$ cat src/rtl/breath_pwm_ctrl.sv
// Breathing-LED PWM generator: the duty ramps linearly up and down forever, and
// debounced key pulses select how many PWM periods each duty step is held.
module breath_pwm_ctrl #(
    parameter int PWM_W      = 8,
    parameter int SPEED_W    = 3,
    parameter int SPEED_MAX  = 7,
    parameter int SPEED_INIT = 3
) (
    input  logic               clk,
    input  logic               rst,
    input  logic               key_up,
    input  logic               key_down,
    output logic               led,
    output logic [SPEED_W-1:0] speed_lvl
);

    localparam logic [PWM_W-1:0]   DUTY_MAX = '1;
    localparam logic [PWM_W-1:0]   DUTY_MIN = '0;
    localparam logic [SPEED_W-1:0] LVL_MAX  = SPEED_W'(SPEED_MAX);
    localparam logic [SPEED_W-1:0] LVL_INIT = SPEED_W'(SPEED_INIT);

    typedef enum logic {
        RISE = 1'b0,
        FALL = 1'b1
    } ramp_state_t;

    ramp_state_t        state;
    logic [PWM_W-1:0]   pwm_cnt;
    logic [PWM_W-1:0]   duty;
    logic [PWM_W-1:0]   duty_up;
    logic [PWM_W-1:0]   duty_dn;
    logic [SPEED_W-1:0] hold_cnt;
    logic [SPEED_W-1:0] lvl_nxt;
    logic               period_end;

    // Saturating level update; opposing pulses in the same cycle cancel.
    function automatic logic [SPEED_W-1:0] lvl_step(input logic [SPEED_W-1:0] lvl,
                                                    input logic               up,
                                                    input logic               dn);
        logic [SPEED_W-1:0] res;
        res = lvl;
        if (up && !dn && (lvl != LVL_MAX))
            res = lvl + 1'b1;
        else if (dn && !up && (lvl != '0))
            res = lvl - 1'b1;
        return res;
    endfunction

    always_comb begin
        lvl_nxt    = lvl_step(speed_lvl, key_up, key_down);
        period_end = (pwm_cnt == DUTY_MAX);
        duty_up    = duty + 1'b1;
        duty_dn    = duty - 1'b1;
    end

    always_ff @(posedge clk or posedge rst) begin
        if (rst) begin
            led       <= 1'b0;
            speed_lvl <= LVL_INIT;
            pwm_cnt   <= '0;
            duty      <= '0;
            hold_cnt  <= LVL_MAX - LVL_INIT;
            state     <= RISE;
        end else begin
            pwm_cnt   <= pwm_cnt + 1'b1;
            led       <= (pwm_cnt < duty);
            speed_lvl <= lvl_nxt;
            if (period_end) begin
                if (hold_cnt != '0) begin
                    hold_cnt <= hold_cnt - 1'b1;
                end else begin
                    // Reload from the level registered now; a key pulse in
                    // this same cycle only affects the following reload.
                    hold_cnt <= LVL_MAX - speed_lvl;
                    case (state)
                        RISE: begin
                            duty <= duty_up;
                            if (duty_up == DUTY_MAX)
                                state <= FALL;
                        end
                        FALL: begin
                            duty <= duty_dn;
                            if (duty_dn == DUTY_MIN)
                                state <= RISE;
                        end
                        default: state <= RISE;
                    endcase
                end
            end
        end
    end

endmodule
$ cat config.mk
export PLATFORM = sky130hd
export DESIGN_NAME = breath_pwm_ctrl
export DESIGN_NICKNAME = d
export VERILOG_FILES = /design/src/rtl/breath_pwm_ctrl.sv
export SDC_FILE = /design/constraint.sdc
export NUM_CORES = 1
export LEC_CHECK = 0
export CAP_MARGIN = 15
export CELL_PAD_IN_SITES_DETAIL_PLACEMENT = 0
export CELL_PAD_IN_SITES_GLOBAL_PLACEMENT = 2
export CORE_MARGIN = 10
export CORE_UTILIZATION = 38
export CTS_CLUSTER_SIZE = 8
export DETAILED_ROUTE_END_ITERATION = 12
export PLACE_DENSITY_LB_ADDON = 0.1
export SLEW_MARGIN = 25
export SYNTH_ARGS = -nofsm -noshare
export SYNTH_HDL_FRONTEND = slang
export SYNTH_SLANG_ARGS = --single-unit
$ cat constraint.sdc
create_clock -name clk -period 2.4 [get_ports clk]
set_input_delay 0.24 -clock clk [delete_from_list [all_inputs] [get_ports clk]]
set_output_delay 0.24 -clock clk [all_outputs]
set_load 0.03 [all_outputs]
=== Yosys cells after proc, flatten, opt, wreduce, memory -nomap -nowiden ===
Cells that the tools add are included.

* Multiplexer cells: 7
* Bitwise gates (word level): 2
* Reduce and logical (&&, ||, !) cells: 11
* Equal/unequal tests: 3
* Order comparisons: 1
* Add/subtract/negate cells: 7

{| class="wikitable"
|+ Operators with widths
! operator !! count
|-
| adder 8 x 1 -> 8 bit, second input constant || 2
|-
| == test 8 bit, second input constant || 2
|-
| case mux 8 bit (2 select lines) || 1
|-
| 2-to-1 mux 3 bit || 3
|-
| zero test 8 bit || 1
|-
| < comparator 8 bit || 1
|-
| subtractor 8 x 1 -> 8 bit, second input constant || 1
|-
| nonzero test 3 bit || 2
|-
| subtractor 3 x 1 -> 3 bit, second input constant || 2
|-
| logical AND 1 bit || 4
|-
| adder 3 x 1 -> 3 bit, second input constant || 1
|-
| inequality test 3 bit, second input constant || 1
|-
| subtractor 3 bit, first input constant || 1
|-
| zero test 1 bit || 2
|-
| 2-to-1 mux 1 bit || 2
|-
| inverter 1 bit || 2
|-
| case mux 1 bit (2 select lines) || 1
|-
| AND reduction 2 bit || 1
|-
| nonzero test 2 bit || 1
|}

* Bits in registers: 24
* Word-level logic and storage cells: 37
* Input bits: 4
* Output and inout port bits: 4

=== Logic depth before layout (Yosys ltp) ===
Gate-level depths: netlist of the first run.

* Depth in word-level cells: 5
* Mapped depth: 8
* Depth with buffers taken out: 7

=== Worst setup path before layout of the first run ===
OpenSTA, ideal clock, no wires.

* Path type: register to register
* Start: register speed_lvl[0]
* End: register speed_lvl[1]
* Period minus slack after synthesis: 1.954 ns
* Slack: 0.446 ns
* Required time: 2.321 ns
* Stages on the path, launching flop included: 9
* Setup time: 0.079 ns
* Buffers on the path: 1
* Arrival: 1.875 ns
* Cell sequence: dfstp_2 clkbuf_1 nand3_1 nand2_1 fa_1 nor2_1 a21oi_1 o21ai_0 nor2_1

* Longest elaborated chain between the ends: 3
* Elaborated cells between the ends (all ways): 9
* Those cells by class: add/sub: 2; eq/ne: 1; mux: 2; reduce/logical: 4

{| class="wikitable"
|+ RTL lines
! element !! line !! RTL
|-
| from (decl) || 14 || <nowiki>output logic [SPEED_W-1:0] speed_lvl</nowiki>
|-
| from (signal assigned) || 67 || <nowiki>speed_lvl <= lvl_nxt;</nowiki>
|-
| subtractor 3 x 1 -> 3 bit / inequality test 3 bit (equally long branches) || 45, 42 ||
|-
| 2-to-1 mux 3 bit / logical AND 1 bit (equally long branches) || 44, 42 ||
|-
| 2-to-1 mux 3 bit (*) || 42 || <nowiki>if (up && !dn && (lvl != LVL_MAX))</nowiki>
|-
| net lvl_nxt[1] || 33 || <nowiki>logic [SPEED_W-1:0] lvl_nxt;</nowiki>
|}

The timed path passes the listed nets; every way through them passes the cells marked *. The select of a mux whose other input is x is not followed.
A chain may end at the register's enable or synchronous reset.

=== Final worst setup path of the first run ===
* Start: register hold_cnt[0]
* End: register state

* Longest elaborated chain between the ends: 3

{| class="wikitable"
|+ RTL lines
! element !! line !! RTL
|-
| from (decl) || 32 || <nowiki>logic [SPEED_W-1:0] hold_cnt;</nowiki>
|-
| from (signal assigned) || 62 || <nowiki>hold_cnt <= LVL_MAX - LVL_INIT;</nowiki>
|-
| from (signal assigned) || 70 || <nowiki>hold_cnt <= hold_cnt - 1'b1;</nowiki>
|-
| from (signal assigned) || 74 || <nowiki>hold_cnt <= LVL_MAX - speed_lvl;</nowiki>
|-
| nonzero test 3 bit || 69 || <nowiki>if (hold_cnt != '0) begin</nowiki>
|-
| inverter 1 bit (no line) || -- ||
|-
| AND reduction 2 bit (no line) || -- ||
|-
| to (signal assigned) || 79 || <nowiki>state <= FALL;</nowiki>
|-
| to (signal assigned) || 84 || <nowiki>state <= RISE;</nowiki>
|-
| to (signal assigned) || 86 || <nowiki>default: state <= RISE;</nowiki>
|-
| to (decl) || 27 || <nowiki>ramp_state_t state;</nowiki>
|}

No other way between the ends.

==> out/results.env, run 1 <==
CTS.HTREE.LEVELS=1
TIMING.FINAL.WS_SETUP_NS=0.376
SYNTH_AREA_PER_CELL_UM2=9.26
RSZ0062_AT_GRT='no'
DR_TOTAL_VIAS=1222
CTS_SINKS=24
FILLERINSTANCES=423
MAXIMUM_NUMBER_OF_PINS_ON_ONE_NET_BEFORE_GLOBAL_ROUTE_REPAIR=25
GRT.TOTAL_USAGE_PCT=9.35
MET2_WIRELENGTH_UM=1530
FLOORPLAN.IO_PINS=8
CTS_INSERTED_BUFFERS=3
PLACE_WS_NS=0.293
WORST-PATH-MAX-FANOUT=4
MAX_CAP_VIOL_COUNT=0
INITIAL_UTILIZATION_PCT=39.5
GLOBALROUTE.TOTALOVERFLOW=0
CRITPATHSLOWESTCELL='sky130_fd_sc_hd__or4_1'
POSTCTSSETUPREPAIRBUFS=0
DETAIL_ROUTE.WIRELENGTH_UM=3340
CLOCK_TREE.ROOT_CELL='sky130_fd_sc_hd__clkbuf_8'
DIE_W_UM=84.7
CP-END-KIND='register'
SYNTH_TOP_CELL_AREA_SHARE_PCT=33.0
AVERAGE_ROUTED_WIRE_PER_STANDARD_CELL_UM=14.6
DRT.ANTENNA.VIOLATING_NETS=0
DIEHEIGHT_UM=84.7
TRITONCTS_CLOCK_TREE='yes'
DR.MAX_LAYER_USED='met4'
IR_DROP_uV=235
DRT_ITER0_DRC=80
CRITICAL_PATH_CLASS='register to register'
POST_ROUTE_CELLS_DRIVE_ABOVE_1_SHARE_PCT=7.82
WORST_R2R_STARTPOINT='hold_cnt[0]'
GRT_FIRST_PASS_WIRELENGTH_UM=5660
SYNTH_MOST_COMMON_CELL='sky130_fd_sc_hd__dfrtp_1'
SYN-NUM-NETS=191
MULTI_INPUT_COMB_AREA_UM2=896
CELLLEAKAGEPOWER_nW=0.752
FINALMAXSLEWVIOLATIONS=0
DETAILED_PLACE.AREA_UM2=1710
SYNTH_TOP_FLOP_CELL='sky130_fd_sc_hd__dfrtp_1'
FINALHOLDWORSTSLACK_NS=0.325
CLOCK_TREE.BUFFER_DEPTH=2
POWER.DENSITY_nW_PER_UM2=624
SYNTHESIZED_INSTANCE_COUNT=172
HOLD_PATH.CLASS='primary input to async pin'
ANTENNA-DIODE-COUNT=0
STARTPOINT_TYPE='register'
REGISTER_AREA_UM2=604
WORST_PIN_SLEW_NS=0.409
CP_CELL_SEQUENCE='inv_1 > ha_1 > nand2b_1 > or3_1 > or4_1 > o31ai_1'
SYNTH_ASYNC_SR_FLOP_SHARE_PCT=100
SYNTH.YOSYS.WARNINGS=0
SYNTH_EDF_COUNT=0
FP.COREAREA_UM2=4030
POST-ROUTE-DRC-COUNT=0
YOSYSUNIQUECELLTYPES=38
NUMBER_OF_SYNTHESIZED_REGISTER_BITS=24
CRITPATHREQUIREDTIME_NS=2.58
CRITICAL-PATH-MAX-STAGE-DELAY_NS=0.50
POST-ROUTE-PERIOD-UTIL_PCT=84.3
PLACE_CONGESTION=0.785
FINAL.MIN_CLOCK_PERIOD_NS=2.02
DP.FINAL_HPWL_UM=2470
R2R_END='state'
HOLD_FIX_BUFFERS_AT_CTS=0
ROUTE.DETAILED.VIAS_PER_INST=5.34
ANTENNA_FOUND_INITIAL=0
NUMPORTBUFFERS=7
CLKSLEWWORSTSETUPHOLDPATHS_NS=0.09
OUTCOME='completed'
POST_CTS_RESIZE_COUNT=0
DRT-PASS1-ITER-COUNT=4
MAX-SLEW-MARGIN-REL_PCT=72.6
REG2REGPATHDEPTH=6
SEQ_TOTAL_AREA_YOSYS_PCT=37.9
HOLD_VIOLATION_COUNT_IN_THE_FINAL_REPORT=0
WORSTSKEWPAIRLATENCY_NS=0.27
SETUP-TNS-FINAL_NS=0
MET3_LENGTH_UM=114
SYNTH.TOP_CELLS.BY_AREA='sky130_fd_sc_hd__dfrtp_1, sky130_fd_sc_hd__ha_1, sky130_fd_sc_hd__xnor2_1, sky130_fd_sc_hd__dfstp_2, sky130_fd_sc_hd__nor2_1'
MAXCLOCKFREQUENCY_GHz=0.494
AREA_DELTA_SYNTH_FINAL_PCT=10.9
DIEAREA_UM2=7180
GRT_PASS1_VIAS=1185
REG2REG_SETUP_SLACK_NS=0.38
SYNTH_AREA_UM2=1590
FINALNETCOUNT=199
ROW_COUNT=23
FINALCLOCKSKEW_NS=0.00605
DESIGN_AREA_UM2=1770
WORSTPATHARRIVAL_NS=2.20
SYNTH_LARGEST_AREA_CELL='sky130_fd_sc_hd__dfrtp_1'
ROUTEDLENGTHMET1_UM=1670
SYNTHTOPCELLSBYCOUNT='sky130_fd_sc_hd__dfrtp_1, sky130_fd_sc_hd__nor2_1, sky130_fd_sc_hd__inv_1, sky130_fd_sc_hd__ha_1, sky130_fd_sc_hd__xnor2_1'
SETUP_VIOLATIONS=0
-- power breakdown --
part | internal [mW] | switching, mW | total (mW)
Combinational | 0.141 | 0.163 | 0.303
Sequential | 0.445 | 0.0743 | 0.519
Clock | 0.146 | 0.134 | 0.280
-- state kept, by name (all words and copies together) (netlist names) --
register / flops
pwm_cnt: 8
led: 1
speed_lvl: 3
duty: 8
state: 1
hold_cnt: 3
-- critical path: cells and delay by family, from the launching register on --
family	cells	cell delay [ns]
fa+ha+maj	1	0.20
buf+inv	1	0.11
flops	1	0.37
compound gates	1	0.21
simple gates	3	1.05
-- per-layer routing --
| metal | track usage (%) | vias to the layer above |
|---|---|---|
| li1 | - | 616 |
| met1 | 12.0 | 581 |
| met2 | 14.8 | 19 |
| met3 | 2.22 | 6 |
| met4 | 3.59 | 0 |
| met5 | 0 | - |
-- how the worst max path moves through the flow --
stage / startpoint / to / slack, ns / cells after the start
after floorplan: speed_lvl[0] / speed_lvl[1] / 0.45 / 8
after global placement: key_down / speed_lvl[1] / 0.35 / 8
after detailed placement: key_down / speed_lvl[1] / 0.29 / 8
after CTS: hold_cnt[0] / state / 0.36 / 6
after global routing: hold_cnt[0] / state / 0.25 / 6
final: hold_cnt[0] / state / 0.38 / 6
-- per-stage QoR --
| stage | cells | power (mW) | utilization [%] |
|---|---|---|---|
| after detailed placement | 225 | 0.831 | 42.5 |
| after floorplan | 172 | 0.729 | - |
| final | 229 | 1.10 | 43.9 |
| after global routing | 229 | 1.18 | 43.9 |
| after CTS | 229 | 1.11 | 43.9 |
| after global placement | 225 | 0.826 | 42.5 |
-- final cells by class --
| cell class | count | share of cell area (%) |
|---|---|---|
| Clock buffer | 4 | 3.12 |
| Inverter | 15 | 3.19 |
| Multi-Input combinational cell | 126 | 50.7 |
| Sequential cell | 24 | 34.2 |
| Tap cell | 50 | 3.54 |
| Timing Repair Buffer | 10 | 5.24 |
-- logic make-up (layout without fill, tap and decap cells) --
| group | after synthesis | after routing | synth area share, % |
|---|---|---|---|
| xor+xnor | 16 | 16 | 8.80 |
| fa+ha+maj | 15 | 15 | 12.3 |
| buf+inv | 22 | 29 | 5.81 |
| simple gates | 59 | 59 | 20.0 |
| flops | 24 | 24 | 37.9 |
| compound gates | 33 | 33 | 13.3 |
| mux | 3 | 3 | 1.89 |
-- cell usage in the layout (no fill, tap or decap), types with 2 or more instances in the layout --
| cell type | n |
|---|---|
| sky130_fd_sc_hd__o22ai_1 | 2 |
| sky130_fd_sc_hd__clkbuf_8 | 4 |
| sky130_fd_sc_hd__a31oi_1 | 5 |
| sky130_fd_sc_hd__or4_1 | 3 |
| sky130_fd_sc_hd__o21ai_0 | 6 |
| sky130_fd_sc_hd__buf_4 | 3 |
| sky130_fd_sc_hd__or2_2 | 2 |
| sky130_fd_sc_hd__nand4_1 | 3 |
| sky130_fd_sc_hd__inv_1 | 15 |
| sky130_fd_sc_hd__a21oi_1 | 8 |
| sky130_fd_sc_hd__or3_1 | 3 |
| sky130_fd_sc_hd__xor2_1 | 5 |
| sky130_fd_sc_hd__dfrtp_1 | 21 |
| sky130_fd_sc_hd__nor2_1 | 16 |
| sky130_fd_sc_hd__a211oi_1 | 2 |
| sky130_fd_sc_hd__nand3_1 | 7 |
| sky130_fd_sc_hd__o31ai_1 | 3 |
| sky130_fd_sc_hd__nand2b_1 | 4 |
| sky130_fd_sc_hd__clkdlybuf4s50_1 | 7 |
| sky130_fd_sc_hd__mux2i_1 | 3 |
| sky130_fd_sc_hd__dfstp_2 | 3 |
| sky130_fd_sc_hd__a21o_1 | 2 |
| sky130_fd_sc_hd__xnor2_1 | 11 |
| sky130_fd_sc_hd__nor2b_1 | 2 |
| sky130_fd_sc_hd__ha_1 | 14 |
| sky130_fd_sc_hd__nor3_1 | 4 |
| sky130_fd_sc_hd__nand2_1 | 8 |
| sky130_fd_sc_hd__nand4b_1 | 3 |
Note: power is estimated with default switching activity, not from simulation.
==> run 2: changes to the inputs <==
Settings changed: CORE_UTILIZATION 38 to 34.
Clock period 2.4 ns to 1.83 ns, I/O delays scaled along.
==> run 2 against run 1 <==
Effect of this change:
- global-route usage grew 0.62 points
- non-clock buffer count rose by 23
- routed wire length up 6.3%
- combinational power increased by 61%
- first-iteration DRC count fell by 36%
- via count rose by 7.3%
- maximum frequency is 14% higher
- power grew 43%
- core utilization grew 1.2 points
- clock skew increased by 0.0016 ns
- sequential power grew 21%
- flip-flop and latch count unchanged
==> out/results.env, run 2 (synthesis gave the netlist of run 1 again) <==
OUTCOME='completed'
POSTCTSSETUPREPAIRBUFS=0
SETUP-TNS-FINAL_NS=0
CTS.HTREE.LEVELS=1
PLACE_CONGESTION=0.843
CRITPATHREQUIREDTIME_NS=2.00
SETUP_VIOLATIONS=0
FINALHOLDWORSTSLACK_NS=0.251
CTS_SINKS=24
GRT.TOTAL_USAGE_PCT=9.97
RSZ0062_AT_GRT='yes'
DIE_W_UM=88.4
TIMING.FINAL.WS_SETUP_NS=0.0556
INTERNAL_POWER_mW=1.09
MAX-SLEW-MARGIN-REL_PCT=72.7
CLOCK_TREE.ROOT_CELL='sky130_fd_sc_hd__clkbuf_8'
MAX_CAP_VIOL_COUNT=0
CP_CELL_SEQUENCE='ha_1 > nand4_1 > or3_4 > or4_4 > o31ai_4'
DRT.ANTENNA.VIOLATING_NETS=0
HOLD_FIX_BUFFERS_AT_CTS=0
WORSTSKEWPAIRLATENCY_NS=0.27
MAXCLOCKFREQUENCY_GHz=0.564
AREA_DELTA_SYNTH_FINAL_PCT=25.7
CTS_INSERTED_BUFFERS=3
FINALCLOCKSKEW_NS=0.00767
WORSTPATHARRIVAL_NS=1.95
GRT_FIRST_PASS_WIRELENGTH_UM=6180
DIEHEIGHT_UM=88.4
REG2REGPATHDEPTH=5
MOST-COMMON-LAYOUT-CELLS='sky130_fd_sc_hd__buf_4, sky130_fd_sc_hd__dfrtp_1, sky130_fd_sc_hd__nor2_1'
POWER.DENSITY_nW_PER_UM2=785
PWR-SHARE-CLK_PCT=29.2
PWR-SHARE-COMB_PCT=31.0
WORST_R2R_STARTPOINT='pwm_cnt[0]'
CLOCK_TREE.BUFFER_DEPTH=2
HOLD_PATH.CLASS='primary input to async pin'
ANTENNA_FOUND_INITIAL=0
GRT_PASS1_VIAS=1290
R2R_END='state'
LAYOUT_COMMONEST_CELL='sky130_fd_sc_hd__buf_4'
FILLERINSTANCES=429
HOLD_VIOLATION_COUNT_IN_THE_FINAL_REPORT=0
DRT-PASS1-ITER-COUNT=4
DIEAREA_UM2=7820
POST-ROUTE-PERIOD-UTIL_PCT=97.0
DR_TOTAL_VIAS=1311
REG2REG_SETUP_SLACK_NS=0.06
CLKSLEWWORSTSETUPHOLDPATHS_NS=0.09
DRT_ITER0_DRC=51
CRITICAL_PATH_CLASS='register to register'
CP-END-KIND='register'
POST-ROUTE-DRC-COUNT=0
ANTENNA-DIODE-COUNT=0
CRITICAL-PATH-MAX-STAGE-DELAY_NS=0.44
WORST-PATH-MAX-FANOUT=2
INITIAL_UTILIZATION_PCT=35.8
FINALMAXSLEWVIOLATIONS=0
DP.FINAL_HPWL_UM=2780
PLACE_WS_NS=-0.159
FP.COREAREA_UM2=4440
FINALNETCOUNT=222
IR_DROP_uV=467
POST_ROUTE_CELLS_DRIVE_ABOVE_1_SHARE_PCT=23.3
SETUP.WORST_PATH.END='state'
POWER_SWITCHING_uW=484
CELLLEAKAGEPOWER_nW=0.883
SEQ_POWER_SHARE_PCT=39.8
LARGEST_REGISTERS='duty x8, pwm_cnt x8'
AVERAGE_ROUTED_WIRE_PER_STANDARD_CELL_UM=14.0
STARTPOINT_TYPE='register'
DETAIL_ROUTE.WIRELENGTH_UM=3550
GLOBALROUTE.TOTALOVERFLOW=0
NUMPORTBUFFERS=7
ROUTE.DETAILED.VIAS_PER_INST=5.16
ROW_COUNT=24
WORST_PIN_SLEW_NS=0.408
MAXIMUM_NUMBER_OF_PINS_ON_ONE_NET_BEFORE_GLOBAL_ROUTE_REPAIR=25
WORSTSETUPSTARTPOINT='pwm_cnt[0]'
TRITONCTS_CLOCK_TREE='yes'
FINAL.MIN_CLOCK_PERIOD_NS=1.77
SW_FRAC_OF_TOTAL_PCT=30.8
CRITPATHSLOWESTCELL='sky130_fd_sc_hd__or4_4'
FLOORPLAN.IO_PINS=8
## run 2: routing by layer
metal | GRT usage [%] | vias to the layer above | share of wire (%)
met5 | 0 | - | 0
met4 | 2.20 | 0 | 0.59
met3 | 1.93 | 2 | 3.6
met2 | 16.6 | 24 | 47
met1 | 13.0 | 625 | 49
li1 | - | 660 | -
## run 2: worst max-delay path, delay by kind of cell (launching register included)
family,cells,cell delay [ns]
flip-flops,1,0.36
AND/OR/NAND/NOR,3,0.97
AO/OA/AOI/OAI,1,0.17
adder cells (fa/ha/maj),1,0.17
## run 2: how the worst min path moves through the flow
stage	endpoint	slack, ns	cells past startpoint
floorplan	duty[0]	0.20	1
global placement	pwm_cnt[1]	0.49	1
detailed placement	pwm_cnt[1]	0.49	1
CTS	hold_cnt[1]	0.25	3
global route	hold_cnt[1]	0.27	3
finish	hold_cnt[1]	0.25	3
## run 2: layout make-up
class	count	area [µm²]	area share, %
Inverter	15	56.3	2.81
Tap cell	52	65.1	3.25
Clock buffer	3	41.3	2.06
Clock inverter	1	30.0	1.50
Timing Repair Buffer	33	263	13.1
Sequential cell	24	606	30.3
Multi-Input combinational cell	126	941	47.0
## run 2: timing repair
item                       4_1_cts  5_1_grt
setup endpoints to repair        3        3
pin swaps                        0        2
resized for setup                5        7
## run 2: per-stage QoR
stage | power [mW] | util [%] | std cells | instance area [µm²]
4_1_cts | 1.60 | 44.4 | 254 | 1970
3_5_place_dp | 1.14 | 42.5 | 250 | 1890
3_3_place_gp | 1.13 | 42.5 | 250 | 1890
6_report | 1.57 | 45.0 | 254 | 2000
2_1_floorplan | 0.976 | - | 172 | 1610
5_1_grt | 1.67 | 45.0 | 254 | 2000
## run 2: power by group through the flow
stage / clock network (mW) / registers, mW / logic [mW]
final: 0.459 / 0.626 / 0.487
after global routing: 0.502 / 0.634 / 0.533
after CTS: 0.486 / 0.626 / 0.491
after detailed placement: 0 / 0.636 / 0.506
after global placement: 0 / 0.635 / 0.492
after floorplan: 0 / 0.699 / 0.278
==> run 3: changes to the inputs <==
Settings changed: PLACE_DENSITY_LB_ADDON 0.1 to 0.2.
==> run 3 against run 2 <==
Effect of this change:
- non-clock buffer count unchanged
- global-route usage up 0.18 points
- count of clock-buffer cells in the layout up 1
- sequential share of layout area about the same
- register-to-register slack worse by 0.02 ns
- clock skew up 0.0015 ns
==> out/results.env, run 3 (synthesis gave the netlist of run 1 again) <==
GRT.TOTAL_USAGE_PCT=10.1
POWER_SWITCHING_uW=501
NUMPORTBUFFERS=7
ROUTE.DETAILED.VIAS_PER_INST=5.26
POST-ROUTE-PERIOD-UTIL_PCT=97.8
MOST-COMMON-LAYOUT-CELLS='sky130_fd_sc_hd__buf_4, sky130_fd_sc_hd__dfrtp_1, sky130_fd_sc_hd__nor2_1'
CRITPATHSLOWESTCELL='sky130_fd_sc_hd__or4_4'
AVERAGE_ROUTED_WIRE_PER_STANDARD_CELL_UM=14.7
SETUP_VIOLATIONS=0
HOLD_FIX_BUFFERS_AT_CTS=0
MAX_CAP_VIOL_COUNT=0
POST_ROUTE_CELLS_DRIVE_ABOVE_1_SHARE_PCT=22.8
CP-END-KIND='register'
CP_CELL_SEQUENCE='ha_2 > nand4_1 > or3_4 > or4_4 > o31ai_4'
GRT_UTIL_MET2_PCT=17.3
CLOCK_TREE.BUFFER_DEPTH=2
FP.COREAREA_UM2=4440
GRT_FIRST_PASS_WIRELENGTH_UM=6400
PWR-SHARE-COMB_PCT=34.5
HOLD_PATH.CLASS='primary input to async pin'
FLOORPLAN.IO_PINS=8
FILLERINSTANCES=449
MULTI_INPUT_COMB_AREA_UM2=950
IR_DROP_uV=432
CTS_SINKS=24
POST-ROUTE-DRC-COUNT=0
DR_TOTAL_VIAS=1335
MAX-SLEW-MARGIN-REL_PCT=72.5
POWER.DENSITY_nW_PER_UM2=756
FINAL.MIN_CLOCK_PERIOD_NS=1.79
FINAL_CELL_COUNT_NO_FILL=254
WORST-PATH-MAX-FANOUT=2
WORST_PIN_SLEW_NS=0.412
GRT_UTIL_MET3_PCT=1.93
ANTENNA_FOUND_INITIAL=0
GR-MAX-USAGE-LAYER='met2'
SW_FRAC_OF_TOTAL_PCT=33.1
CTS.HTREE.LEVELS=1
FINALPOWER_mW=1.51
CRITICAL-PATH-MAX-STAGE-DELAY_NS=0.45
CRITICAL_PATH_CLASS='register to register'
MAXCLOCKFREQUENCY_GHz=0.559
HOLD_VIOLATION_COUNT_IN_THE_FINAL_REPORT=0
GRT.MET1_USAGE_PCT=12.8
CLOCK_TREE.ROOT_CELL='sky130_fd_sc_hd__clkbuf_8'
CLKSLEWWORSTSETUPHOLDPATHS_NS=0.10
CRITPATHREQUIREDTIME_NS=2.02
LAYOUT_COMMONEST_CELL='sky130_fd_sc_hd__buf_4'
DRT_ITER0_DRC=50
INITIAL_UTILIZATION_PCT=35.8
FINALHOLDWORSTSLACK_NS=0.142
ANTENNA-DIODE-COUNT=0
FINALNETCOUNT=222
MAXIMUM_NUMBER_OF_PINS_ON_ONE_NET_BEFORE_GLOBAL_ROUTE_REPAIR=19
DRT-PASS1-ITER-COUNT=4
DRT.ANTENNA.VIOLATING_NETS=0
DIEHEIGHT_UM=88.4
CTS_INSERTED_BUFFERS=3
DP.FINAL_HPWL_UM=2880
OUTCOME='completed'
DETAIL_ROUTE.WIRELENGTH_UM=3750
WORSTSKEWPAIRLATENCY_NS=0.27
WORSTPATHARRIVAL_NS=1.98
ROW_COUNT=24
FINALCLOCKSKEW_NS=0.00917
POST-ROUTE-UTIL_PCT=45.0
DIE_W_UM=88.4
PLACE_CONGESTION=0.823
REGISTER_AREA_UM2=604
DIEAREA_UM2=7820
PWR-SHARE-CLK_PCT=24.9
SEQ_POWER_SHARE_PCT=40.6
INTERNAL_POWER_mW=1.01
STARTPOINT_TYPE='register'
INST_COUNT_DP=248
LARGEST_REGISTERS='duty x8, pwm_cnt x8'
GLOBALROUTE.TOTALOVERFLOW=0
GRT_PASS1_VIAS=1390
AREA_DELTA_SYNTH_FINAL_PCT=25.5
CELLLEAKAGEPOWER_nW=0.874
FINALMAXSLEWVIOLATIONS=0
TRITONCTS_CLOCK_TREE='yes'
run 3: worst max-delay path: cells and delay by family, from the launching register on:
family / cells / cell delay, ns
adders and majority gates: 1 / 0.18
AOI/OAI and AO/OA: 1 / 0.18
DFF: 1 / 0.37
and+or+nand+nor: 3 / 0.98
run 3: metrics by stage:
stage          cell area, µm²  setup slack, ns  setup TNS (ns)
2_1_floorplan            1610          0.00503               0
3_3_place_gp             1870          -0.0987          -0.204
3_5_place_dp             1870           -0.208          -0.450
4_1_cts                  1950          0.00736               0
5_1_grt                  2000          -0.0270         -0.0270
6_report                 2000           0.0402               0
run 3: repair_timing:
item | CTS | global route
resized for setup | 2 | 9
setup endpoints to repair | 1 | 3
pin swaps | 5 | 1
setup buffers | 2 | 0
run 3: metal layers:
layer	share of wire, %	wire [µm]
met5	0	0
met4	0.96	36
met3	2.7	102
met2	49	1850
met1	47	1760
run 3: power groups by stage:
stage          clock [mW]  combinational, mW  sequential, mW
3_3_place_gp            0              0.504           0.625
6_report            0.376              0.521           0.614
5_1_grt             0.405              0.586           0.621
4_1_cts             0.386              0.517           0.614
3_5_place_dp            0              0.517           0.624
2_1_floorplan           0              0.278           0.699
run 3: layout make-up:
class / count / area share (%)
repair buffers: 33 / 13.5
inverters: 15 / 2.82
clock buffers: 4 / 2.75
well taps: 52 / 3.25
multi-input cells: 126 / 47.5
flip-flops and latches: 24 / 30.2
run 3: final timing paths:
| path | from | endpoint | slack, ns | depth (start not counted) |
|---|---|---|---|---|
| max in group asynchronous | rst | duty[7] | 1.15 | 3 |
| min in group clk | pwm_cnt[6] | pwm_cnt[6] | 0.53 | 1 |
| worst max-delay path | pwm_cnt[1] | state | 0.04 | 5 |
| worst min-delay path | rst | speed_lvl[2] | 0.14 | 2 |
| worst max register to register | pwm_cnt[1] | state | 0.04 | 5 |
| worst min register to register | pwm_cnt[6] | pwm_cnt[6] | 0.53 | 1 |
==> RTL edit (config.mk and constraints of run 3) <==
Reset style: synchronous (`rst`), changed in one clocked block.
--- a/src/rtl/breath_pwm_ctrl.sv
+++ b/src/rtl/breath_pwm_ctrl.sv
@@ -55,3 +55,3 @@
 
-    always_ff @(posedge clk or posedge rst) begin
+    always_ff @(posedge clk) begin
         if (rst) begin
Behaviour: differs if rst is asserted again (counterexample within 4 cycles, from zero or initial values and one cycle with rst high); with rst held inactive, the same outputs for 10 cycles.
==> RTL edit against run 3 <==
  * Clock skew is 0.0046 ns lower
  * Critical endpoint is now speed_lvl[2]
  * Design area increased by 1.9%
  * Setup slack gained 0.067 ns
  * Wire length increased by 9.2%
  * First-iteration DRC count increased by 46%
  * Synthesized area increased by 2.7%
  * Global-route usage is 0.94 points higher
  * Sequential cell count stayed put
  * Count of clock-buffer cells in the layout decreased by 1
  * Synthesized cell count up 16%
  * Worst hold slack improved by 0.35 ns
  * Sequential share of layout area shrank 6.5 points
Power is not compared: it rests on default switching activity, and its combinational part moved more than twofold at a synthesized area within 25%.
==> RTL edit: results (changes against run 3) <==
* Reg2reg start: speed_lvl[0]
* Final Hold Slack at 0.490 ns (+0.348 ns)
* Met1 usage at 13.7% (+0.93 points)
* Post-Route WL at 4090 um (+9.2%)
* Met2 WL post-DR at 1950 um (+5.5%)
* Top_reg_cell synth: dfxtp_1
* Comb_multi_in at 151 (+20%)
* Layout net count at 250 (+13%)
* PostCTS Resize Cnt at 0 (-2)
* Syn Area/Cell at 8.22 um^2 (-11%)
* Normalized max-slew margin at 63.1% (-9.4 points)
* Plain + repair buffers at 38 (+15%)
* Yosys cell types at 47 (+24%)
* Data buffer area share at 14.9% (+1.4 points)
* First-pass GRT wire length at 6960 um (+8.6%)
* Tot GR Track Use at 11.1% (+0.94 points)
* Cell family with most CP delay: compound AO/OA/AOI/OAI gates
* Sequential fraction of total cell area at 23.7% (-6.5 points)
* Average wire per standard cell at 14.4 um (-2.4%)
* CP startpoint: key_up
* Seq_cells at 24 (unchanged)
* CP endpoint: speed_lvl[2]
* Clock Skew at 0.00452 ns (-0.00464 ns)
* Non-CTS inverters at 13 (-2)
* Met3 Usage GRT at 2.55% (+0.62 points)
* Placed Area at 0.00196 mm^2 (+4.3%)
* Status: complete, no violations
* Slowest cell on crit path: clkdlybuf4s50_1
* Setup bufs post-CTS at 0 (-2)
* Share of flip-flops with an asynchronous set or reset at 0% (-100 points)
* Syn nets at 218 (+14%)
* GP Congestion at 0.892 (+8.5%)
* # clk buffers at 3 (-1)
* Fill cells at 487 (+8.5%)
* Area of the multi-input gates at 0.00106 mm^2 (+12%)
* Final design utilization at 43.4% (-1.6 points)
* Final WS setup at 0.107 ns (+0.0670 ns)
* Vias in the first global route at 1,512 (+8.8%)
* Hold WC Path Type: reg -> reg
* Wl on met1 at 1950 um (+11%)
* Top post-synthesis cells by count: 25 x nor2_1, 24 x dfxtp_1, 14 x ha_1
* Post-synthesis sequential area ratio at 29.4% (-8.6 points)
* Worst-path maximum fanout at 4 (+2)
* Dpl ws at -0.284 ns (-0.0754 ns)
* CP Data Arrival Time at 1.89 ns (-0.09 ns)
* Starting DRT DRC Count at 73 (+46%)
* Top area cells in the synthesized netlist: dfxtp_1 29%, ha_1 11%, nor2_1 5.7%, xnor2_1 4.8%, nand3_1 3.4%
* Share of cells above drive strength 1 at 20.0% (-2.8 points)
* Via density at 5.37 (+2.2%)
* CP max stage delay at 0.48 ns (+0.03 ns)
* WL met3 at 108 um (+5.9%)
* # placed instances at 280 (+13%)
* Clock network area share at 3.50% (+0.75 points)
## RTL edit: cell count changes in the layout (fill, tap and decap cells not counted), sizes merged, moves of 3 or more
cell / before / now
nor2b: 2 / 6
o21ai: 6 / 9
nor4: 0 / 4
a2111oi: 0 / 3
dfrtp: 21 / 0
nand2: 8 / 13
nor2: 16 / 25
dfxtp: 0 / 24
buf: 26 / 31
and3: 0 / 3
a211oi: 2 / 5
nand3: 7 / 11
dfstp: 3 / 0
## RTL edit: kinds of logic (layout without fill, tap and decap cells)
group	after synthesis	after routing	synth area share [%]
fa+ha+maj	15	15	11.9
mux	4	4	2.52
compound gates	42	42	18.7
xor+xnor	12	12	6.42
simple gates	78	78	24.8
flops	24	24	29.4
buf+inv	24	55	6.19
## RTL edit: worst register-to-register path, stage by stage (launching register included)
cell and delay, ns:
dfxtp_2 0.42, nand3_1 0.09, nand2_1 0.10, fa_2 0.25, buf_4 0.13, nor3_1 0.03, a31oi_1 0.15, nor2_1 0.06
a2111oi_1 0.34
